### src/rtl/cbus_rr_arbiter_pkg.sv
`default_nettype none
// ============================================================================
// Module      : cbus_rr_arbiter_pkg
// Description : Shared cache-bus (cbus) request/response types and the
//               arbiter state encoding used by cbus_rr_arbiter and its
//               round-robin picker.
//               Contents:
//                 cbus_req_t  - requester -> bus request (valid + fields)
//                 cbus_resp_t - bus -> requester response (ready, last, data)
//                 arb_state_t - arbiter FSM state (ARB_IDLE / ARB_BUSY)
//                 rr_wrap()   - modulo step used by the round-robin search
// Revision    : 1.0 - initial release
// ============================================================================
package cbus_rr_arbiter_pkg;

    localparam int CBUS_ADDR_W = 32;
    localparam int CBUS_DATA_W = 32;
    localparam int CBUS_STRB_W = CBUS_DATA_W / 8;
    localparam int CBUS_LEN_W  = 8;

    typedef struct packed {
        logic                   valid;
        logic                   is_write;
        logic [2:0]             size;
        logic [CBUS_ADDR_W-1:0] addr;
        logic [CBUS_STRB_W-1:0] strobe;
        logic [CBUS_DATA_W-1:0] data;
        logic [CBUS_LEN_W-1:0]  len;
    } cbus_req_t;

    typedef struct packed {
        logic                   ready;
        logic                   last;
        logic [CBUS_DATA_W-1:0] data;
    } cbus_resp_t;

    typedef enum logic [0:0] {
        ARB_IDLE = 1'b0,
        ARB_BUSY = 1'b1
    } arb_state_t;

    // Index reached by stepping 'step' places after 'base' in a ring of 'n'.
    // Explicit modulo so the ring size need not be a power of two.
    function automatic int rr_wrap(input int base, input int step, input int n);
        return (base + step) % n;
    endfunction

endpackage : cbus_rr_arbiter_pkg
`default_nettype wire

### src/rtl/cbus_rr_arbiter_rr_picker.sv
`default_nettype none
// ============================================================================
// Module      : cbus_rr_arbiter_rr_picker
// Description : Combinational round-robin picker. Searches last_grant+1,
//               last_grant+2, ... (modulo NUM_REQ) and returns the first
//               index whose valid bit is set. The port granted last is
//               therefore the lowest priority.
// Ports       : valid      in  NUM_REQ  request valid vector
//               last_grant in  IDX_W    most recently granted index
//               pick       out IDX_W    selected index (0 when none valid)
//               any_valid  out 1        at least one valid bit set
// Revision    : 1.0 - initial release
// ============================================================================
module cbus_rr_arbiter_rr_picker
    import cbus_rr_arbiter_pkg::*;
#(
    parameter  int NUM_REQ = 2,
    localparam int IDX_W   = $clog2(NUM_REQ)
) (
    input  logic [NUM_REQ-1:0] valid,
    input  logic [IDX_W-1:0]   last_grant,
    output logic [IDX_W-1:0]   pick,
    output logic               any_valid
);

    // Walk the ring from the farthest candidate (last_grant itself) back to
    // the nearest (last_grant+1); the last hit written is the nearest valid
    // index, so no "found" flag is needed.
    always_comb begin
        pick = '0;
        for (int k = NUM_REQ; k >= 1; k--) begin
            if (valid[rr_wrap(int'(last_grant), k, NUM_REQ)]) begin
                pick = IDX_W'(rr_wrap(int'(last_grant), k, NUM_REQ));
            end
        end
    end

    assign any_valid = |valid;

endmodule : cbus_rr_arbiter_rr_picker
`default_nettype wire

### src/rtl/cbus_rr_arbiter.sv
`default_nettype none
// ============================================================================
// Module      : cbus_rr_arbiter
// Description : Round-robin arbiter sharing one cbus master port between
//               NUM_REQ requesters. A grant is held for the whole transaction
//               and released on the last-beat handshake (oresp.ready &&
//               oresp.last). At least one IDLE cycle separates transactions.
// Ports       : clk         in  1                 clock, rising edge
//               resetn      in  1                 async active-low reset
//               ireqs       in  NUM_REQ x req     requester requests
//               iresps      out NUM_REQ x resp    requester responses
//               oreq        out req               shared master request
//               oresp       in  resp              shared master response
//               busy        out 1                 transaction in flight
//               grant_id    out IDX_W             granted index (when busy)
//               stat_grants out NUM_REQ x CNT_W   completed transactions
//               stat_waits  out NUM_REQ x CNT_W   cycles valid but not granted
// Config      : CBUS_ARB_STATS_EN - when defined, instantiates saturating
//               per-port statistics counters; otherwise stat_* read as zero.
// Revision    : 1.0 - initial release
// ============================================================================
module cbus_rr_arbiter
    import cbus_rr_arbiter_pkg::*;
#(
    parameter  int NUM_REQ = 2,
    parameter  int CNT_W   = 32,
    localparam int IDX_W   = $clog2(NUM_REQ)
) (
    input  logic             clk,
    input  logic             resetn,
    input  cbus_req_t        ireqs       [NUM_REQ],
    output cbus_resp_t       iresps      [NUM_REQ],
    output cbus_req_t        oreq,
    input  cbus_resp_t       oresp,
    output logic             busy,
    output logic [IDX_W-1:0] grant_id,
    output logic [CNT_W-1:0] stat_grants [NUM_REQ],
    output logic [CNT_W-1:0] stat_waits  [NUM_REQ]
);

    arb_state_t         r_state;
    arb_state_t         w_state_next;
    logic [IDX_W-1:0]   r_grant_id;
    logic [IDX_W-1:0]   w_grant_next;
    logic [IDX_W-1:0]   r_last_grant;
    logic [IDX_W-1:0]   w_last_next;
    logic [NUM_REQ-1:0] w_valid;
    logic [IDX_W-1:0]   w_pick;
    logic               w_any_valid;
    logic               w_last_hs;

    for (genvar gi = 0; gi < NUM_REQ; gi++) begin : g_valid
        assign w_valid[gi] = ireqs[gi].valid;
    end

    cbus_rr_arbiter_rr_picker #(
        .NUM_REQ (NUM_REQ)
    ) u_picker (
        .valid      (w_valid),
        .last_grant (r_last_grant),
        .pick       (w_pick),
        .any_valid  (w_any_valid)
    );

    // Final beat accepted by the downstream port; ends the transaction.
    assign w_last_hs = (r_state == ARB_BUSY) && oresp.ready && oresp.last;

    // ------------------------------------------------------------------
    // State and grant registers. last_grant resets to the top index so
    // port 0 is first in line after reset.
    // ------------------------------------------------------------------
    always_ff @(posedge clk or negedge resetn) begin
        if (!resetn) begin
            r_state      <= ARB_IDLE;
            r_grant_id   <= '0;
            r_last_grant <= IDX_W'(NUM_REQ - 1);
        end else begin
            r_state      <= w_state_next;
            r_grant_id   <= w_grant_next;
            r_last_grant <= w_last_next;
        end
    end

    // ------------------------------------------------------------------
    // Next-state and output muxing. Outputs depend only on registered
    // state/grant plus the live inputs; oresp never feeds oreq. Request
    // fields are not latched: the granted requester is forwarded as-is,
    // including a (protocol-violating) dropped valid.
    // ------------------------------------------------------------------
    always_comb begin
        w_state_next = r_state;
        w_grant_next = r_grant_id;
        w_last_next  = r_last_grant;
        oreq         = '0;
        for (int i = 0; i < NUM_REQ; i++) begin
            iresps[i] = '0;
        end

        case (r_state)
            ARB_IDLE: begin
                if (w_any_valid) begin
                    w_state_next = ARB_BUSY;
                    w_grant_next = w_pick;
                    w_last_next  = w_pick;
                end
            end
            ARB_BUSY: begin
                for (int i = 0; i < NUM_REQ; i++) begin
                    if (r_grant_id == IDX_W'(i)) begin
                        oreq      = ireqs[i];
                        iresps[i] = oresp;
                    end
                end
                if (w_last_hs) begin
                    w_state_next = ARB_IDLE;
                end
            end
            default: begin
                w_state_next = ARB_IDLE;
            end
        endcase
    end

    assign busy     = (r_state == ARB_BUSY);
    assign grant_id = r_grant_id;

    // ------------------------------------------------------------------
    // Optional statistics counters (saturating, never wrap).
    // ------------------------------------------------------------------
`ifdef CBUS_ARB_STATS_EN
    localparam logic [CNT_W-1:0] c_cnt_max = '1;

    for (genvar gi = 0; gi < NUM_REQ; gi++) begin : g_stats
        logic [CNT_W-1:0] r_grants;
        logic [CNT_W-1:0] r_waits;
        logic             w_is_granted;

        assign w_is_granted = busy && (r_grant_id == IDX_W'(gi));

        always_ff @(posedge clk or negedge resetn) begin
            if (!resetn) begin
                r_grants <= '0;
                r_waits  <= '0;
            end else begin
                if (w_is_granted && w_last_hs && (r_grants != c_cnt_max)) begin
                    r_grants <= r_grants + CNT_W'(1);
                end
                if (ireqs[gi].valid && !w_is_granted && (r_waits != c_cnt_max)) begin
                    r_waits <= r_waits + CNT_W'(1);
                end
            end
        end

        assign stat_grants[gi] = r_grants;
        assign stat_waits[gi]  = r_waits;
    end
`else
    for (genvar gi = 0; gi < NUM_REQ; gi++) begin : g_no_stats
        assign stat_grants[gi] = '0;
        assign stat_waits[gi]  = '0;
    end
`endif

endmodule : cbus_rr_arbiter
`default_nettype wire

### config.mk
export PLATFORM = sky130hd
export DESIGN_NAME = cbus_rr_arbiter
export DESIGN_NICKNAME = d
export VERILOG_FILES = /design/src/rtl/cbus_rr_arbiter_pkg.sv /design/src/rtl/cbus_rr_arbiter_rr_picker.sv /design/src/rtl/cbus_rr_arbiter.sv
export SDC_FILE = /design/constraint.sdc
export NUM_CORES = 1
export LEC_CHECK = 0
export ABC_CLOCK_PERIOD_IN_PS = 1100
export BUFFER_PORTS_ARGS = -buffer_cell sky130_fd_sc_hd__buf_2
export CORE_AREA = 2 2 185 187
export CTS_CLUSTER_SIZE = 28
export DETAILED_ROUTE_END_ITERATION = 7
export DIE_AREA = 0 0 187 189
export PLACE_DENSITY = 0.45
export SKIP_LAST_GASP = 1
export SLEW_MARGIN = 20
export SYNTH_ARGS = -nofsm -noshare
export SYNTH_HDL_FRONTEND = slang
export SYNTH_HIERARCHICAL = 1
export SYNTH_SLANG_ARGS = --single-unit
### constraint.sdc
create_clock -name clk -period 1.1 [get_ports clk]
set_input_delay 0.11 -clock clk [delete_from_list [all_inputs] [get_ports clk]]
set_output_delay 0.11 -clock clk [all_outputs]
set_load 0.05 [all_outputs]
; After elaboration in Yosys (flattened, before gate mapping)
; Index checks and enable logic that the tools add are counted.
[word_totals]
memories = 0
latch_bits = 0
out_inout_bits = 279
elab_cells = 30
romBits = 0
in_bits = 198
register_bits = 3
ram_bits = 0
[op_classes]
n_reduce_logical = 4
n_mul = 0
n_mux = 16
order_cmp = 2
bitwise_logic = 3
eq_ne = 0
div = 0
shift = 0
add_sub_neg = 2
[ops]
columns = cell, count
row1 = 81-bit 2-to-1 mux, 2
row2 = 34-bit 2-to-1 mux, 2
row3 = 68-bit 2-to-1 mux, 1
row4 = 1-bit 2-to-1 mux, 10
row5 = "2-bit by 3-bit < comparator with 1-bit output, second input constant", 2
row6 = "1-bit adder, second input constant", 2
row7 = "1-bit AND, first input constant", 2
row8 = 1-bit logical AND, 2
row9 = 1-bit case mux with 2 select lines, 1
row10 = 2-bit AND reduction, 1
row11 = 2-bit OR reduction, 1
row12 = 1-bit inverter, 1

; Longest topological paths before layout
[depth]
word_depth = 7
ltp_mapped = 4
ltp_nobuf = 3

; Hierarchy
; The synthesis kept the hierarchy.
[modules_own_cells]
columns = module, n_inst, cells_each, area_each_um2, seq_area_each_um2
row1 = cbus_rr_arbiter, 1, 398, 3170.5, 76.3
row2 = cbus_rr_arbiter_rr_picker, 1, 2, 13.8, 0.0

; Worst setup path after synthesis
; Ideal clock, no wire load.
[synth_path]
kind = register -> output
start = reg r_state, in the netlist busy
end = out oreq[52] (netlist bit)
n_path_buf = 3
required_time_ns = 0.990
path_slack_ns = -0.880
stages_incl_launch_ff = 5
arrival_time_ns = 1.870
cell_sequence = dfrtp_1 > buf_4 > buf_6 > clkbuf_2 > nor2b_1
[synth_rtl]
columns = item, line
row1 = start: declaration, cbus_rr_arbiter.sv:41  ; arb_state_t r_state;
row2 = start signal: assignment, cbus_rr_arbiter.sv:78  ; r_state <= w_state_next;
row3 = end: declaration, cbus_rr_arbiter.sv:33  ; output cbus_req_t oreq,

==> results.toml <==
[setup_path]
regToRegStartpoint = "busy$_DFF_PN0_"
required_ps = 990
max_stage_delay_ps = 430
cp_slowest_cell = "dfrtp_4"
ff2ff_path_depth = 4
rrSetupSlack_ps = -230
r2r_end = "grant_id$_DFFE_PN0P_"
path_max_fanout = 22
cp_common_cell = "buf_4"
crit_path_start_kind = "flop"
path_cells = "buf_12, buf_4, mux2i_2, nor2b_4, buf_4"
path_class = "reg2out"
crit_arrival_ps = 1590
end_kind = "output port"

[placement]
hpwlAfterDp_um = 11400
gp_congestion = 0.746
post_dp_cell_area_um2 = 5820
pre_cts_ws_ps = -416
portBuffers = 348

[yosys]
synth_warnings = 6
synth.area.top_cells = "buf_4 (30%), mux2i_1 (25%), nor2b_1 (16%)"
synth_area_um2 = 3180
synth_top_area_share_pct = 30.4
yosysTopAreaCell = "buf_4"
synthDistinctLibCells = 22
synthCells = 400
seq_area_frac_synth_pct = 2.40
ys_ff_latch = 3
syn_area_per_cell_um2 = 7.96

[routing]
vias = 3851
drt_iter0_markers = 54
viasPerCell = 3.14
routed_wl_um = 16500
firstDrtPassIters = 4
ant_nets = 0
wl_per_cell_um = 13.4
route.detailed.drc = 0

[run_status]
outcome = "finished, violations left"
violations = "setup timing"

[finish]
fill_cells = 3583
seqCellArea_um2 = 83.8
final_nets = 978
fin_area_um2 = 7850
antennaDiodeCount = 0
area_delta_synth_final_pct = 147
multi_input_area_um2 = 3760
drive_gt1_share_pct = 81.5

[timing]
worst_clock_skew_ps = 9.94
hold_viol = 0
setup_viol = 154
clock.fmax_mhz = 587
fin_crit_ps = 1700
timing.hold.ws_ps = 129
layout_setup_ws_ps = -605
period_share_pct = 155
slew_viol_final = 0
rsz0062_at_grt = "true"

[job]
cap_violations = 0

[floorplan]
die_h_um = 189
die_w_um = 187
die_area_um2 = 35300
core_area_um2 = 33300
ios = 477
rows = 67
start_util_pct = 9.57

[min_path]
hp-class = "in2reg"
hold_end = "busy$_DFF_PN0_"
min_path_cells = 2
hold_start = "oresp[32]"

[global_routing]
grt_pass1_vias = 3585
overflow = 0
antenna_found_initial = 0
grt_pass1_wl_um = 20800
grt_usage_pct = 7.50
grt_max_degree = 31

[clocking]
cts_root_buf = "clkbuf_16"
clk_latency_ps = 230
cts.sinks = 3
cts.clk_slew.worst_paths_ps = 40
cts_buffer_depth = 2
cts_max_level = 1
cts_tree = "yes"
cts_buffers = 3

[power_and_ir_drop]
vdd_drop_max_v = 0.000660
leakagePower_nw = 4.08
p_per_area_nw_per_um2 = 1720
==> critical path, delay by kind of cell, from the launching register on <==
family	cells	cell delay, ps
buffers and inverters	3	570
DFF	1	430
and+or+nand+nor	1	60
muxes	1	260
==> state kept, by name, indices dropped and copies added (netlist names) <==
| name | count |
|---|---|
| busy | 1 |
| r_last_grant | 1 |
| grant_id | 1 |
==> Yosys cell counts, drive strengths merged <==
library cell,count
buf,147
conb,1
mux2,2
clkbuf,10
nor2b,83
and2,33
or2,1
dfstp,1
mux2i,81
nor2,2
dfrtp,2
a21boi,1
a31oi,1
nand2,1
and3,34
==> metal layers <==
| metal | vias up | share of wire [%] | track usage (%) | routed length, µm |
|---|---|---|---|---|
| met5 | - | 0 | 0 | 0 |
| met4 | 0 | 0.71 | 1.31 | 117 |
| met3 | 6 | 7.2 | 1.54 | 1190 |
| met2 | 254 | 56 | 15.3 | 9220 |
| met1 | 1781 | 36 | 7.89 | 5960 |
| li1 | 1810 | - | - | - |
==> worst max path at each step <==
stage	to	slack, ps	start	cells after the start
final	oreq[72]	-600	grant_id$_DFFE_PN0P_	5
after global routing	oreq[14]	-650	grant_id$_DFFE_PN0P_	6
after CTS	oreq[14]	-630	grant_id$_DFFE_PN0P_	6
after detailed placement	oreq[35]	-420	grant_id$_DFFE_PN0P_	5
after global placement	oreq[57]	-400	grant_id$_DFFE_PN0P_	5
after floorplan	oreq[0]	-320	grant_id$_DFFE_PN0P_	4
==> repair_timing <==
| item | CTS | global route |
|---|---|---|
| hold buffers | 1 | 0 |
| endpoints found under the setup margin | 154 | 154 |
| gates cloned | 2 | 8 |
| gates resized for setup | 284 | 157 |
| endpoints found under the hold margin | 3 | 0 |
| buffers inserted | 1 | 10 |
| pin swaps | 0 | 1 |
==> placed cells by master (no fill, tap or decap), drive strengths merged <==
master | netlist | final
a21boi | 1 | 1
buf | 147 | 395
and3 | 34 | 34
dlygate4sd3 | 0 | 1
or2 | 1 | 1
clkbuf | 10 | 13
dfstp | 1 | 1
mux2 | 2 | 2
and2 | 33 | 33
nor2 | 2 | 2
conb | 1 | 128
mux2i | 81 | 81
dfrtp | 2 | 2
nor2b | 83 | 83
nand2 | 1 | 1
a31oi | 1 | 1
==> final cells by class <==
type,count,share of cell area (%)
timing repair buffer,405,42.9
multi-input combinational,367,47.9
sequential,3,1.07
tap,448,7.14
clock buffer,4,1.00
==> cell families (layout without fill, tap and decap cells) <==
logic type | after synthesis | in the layout | share of synthesized area (%)
mux | 83 | 83 | 26.2
simple gates | 154 | 154 | 30.3
flops | 3 | 3 | 2.40
buf+inv | 157 | 409 | 40.5
compound gates | 2 | 2 | 0.432
other cells | 1 | 128 | 0.118
==> power breakdown <==
part	leakage [nW]	total [mW]	internal, mW	switching (mW)
registers	0.0314	0.184	0.154	0.0301
logic	4.01	12.8	5.27	7.48
clock network	0.0382	0.595	0.480	0.115
==> stage by stage <==
stage                     utilization [%]  TNS, ps  total power [mW]  cells
after floorplan                         -   -45500              8.61    527
after global placement               17.5   -48990              9.95   1202
after detailed placement             17.5   -49640              9.95   1202
after CTS                            21.1   -82620              12.5   1210
after global routing                 23.6   -86620              14.0   1227
final                                23.6   -80560              13.5   1227
Note: power is estimated with default switching activity, not from simulation.
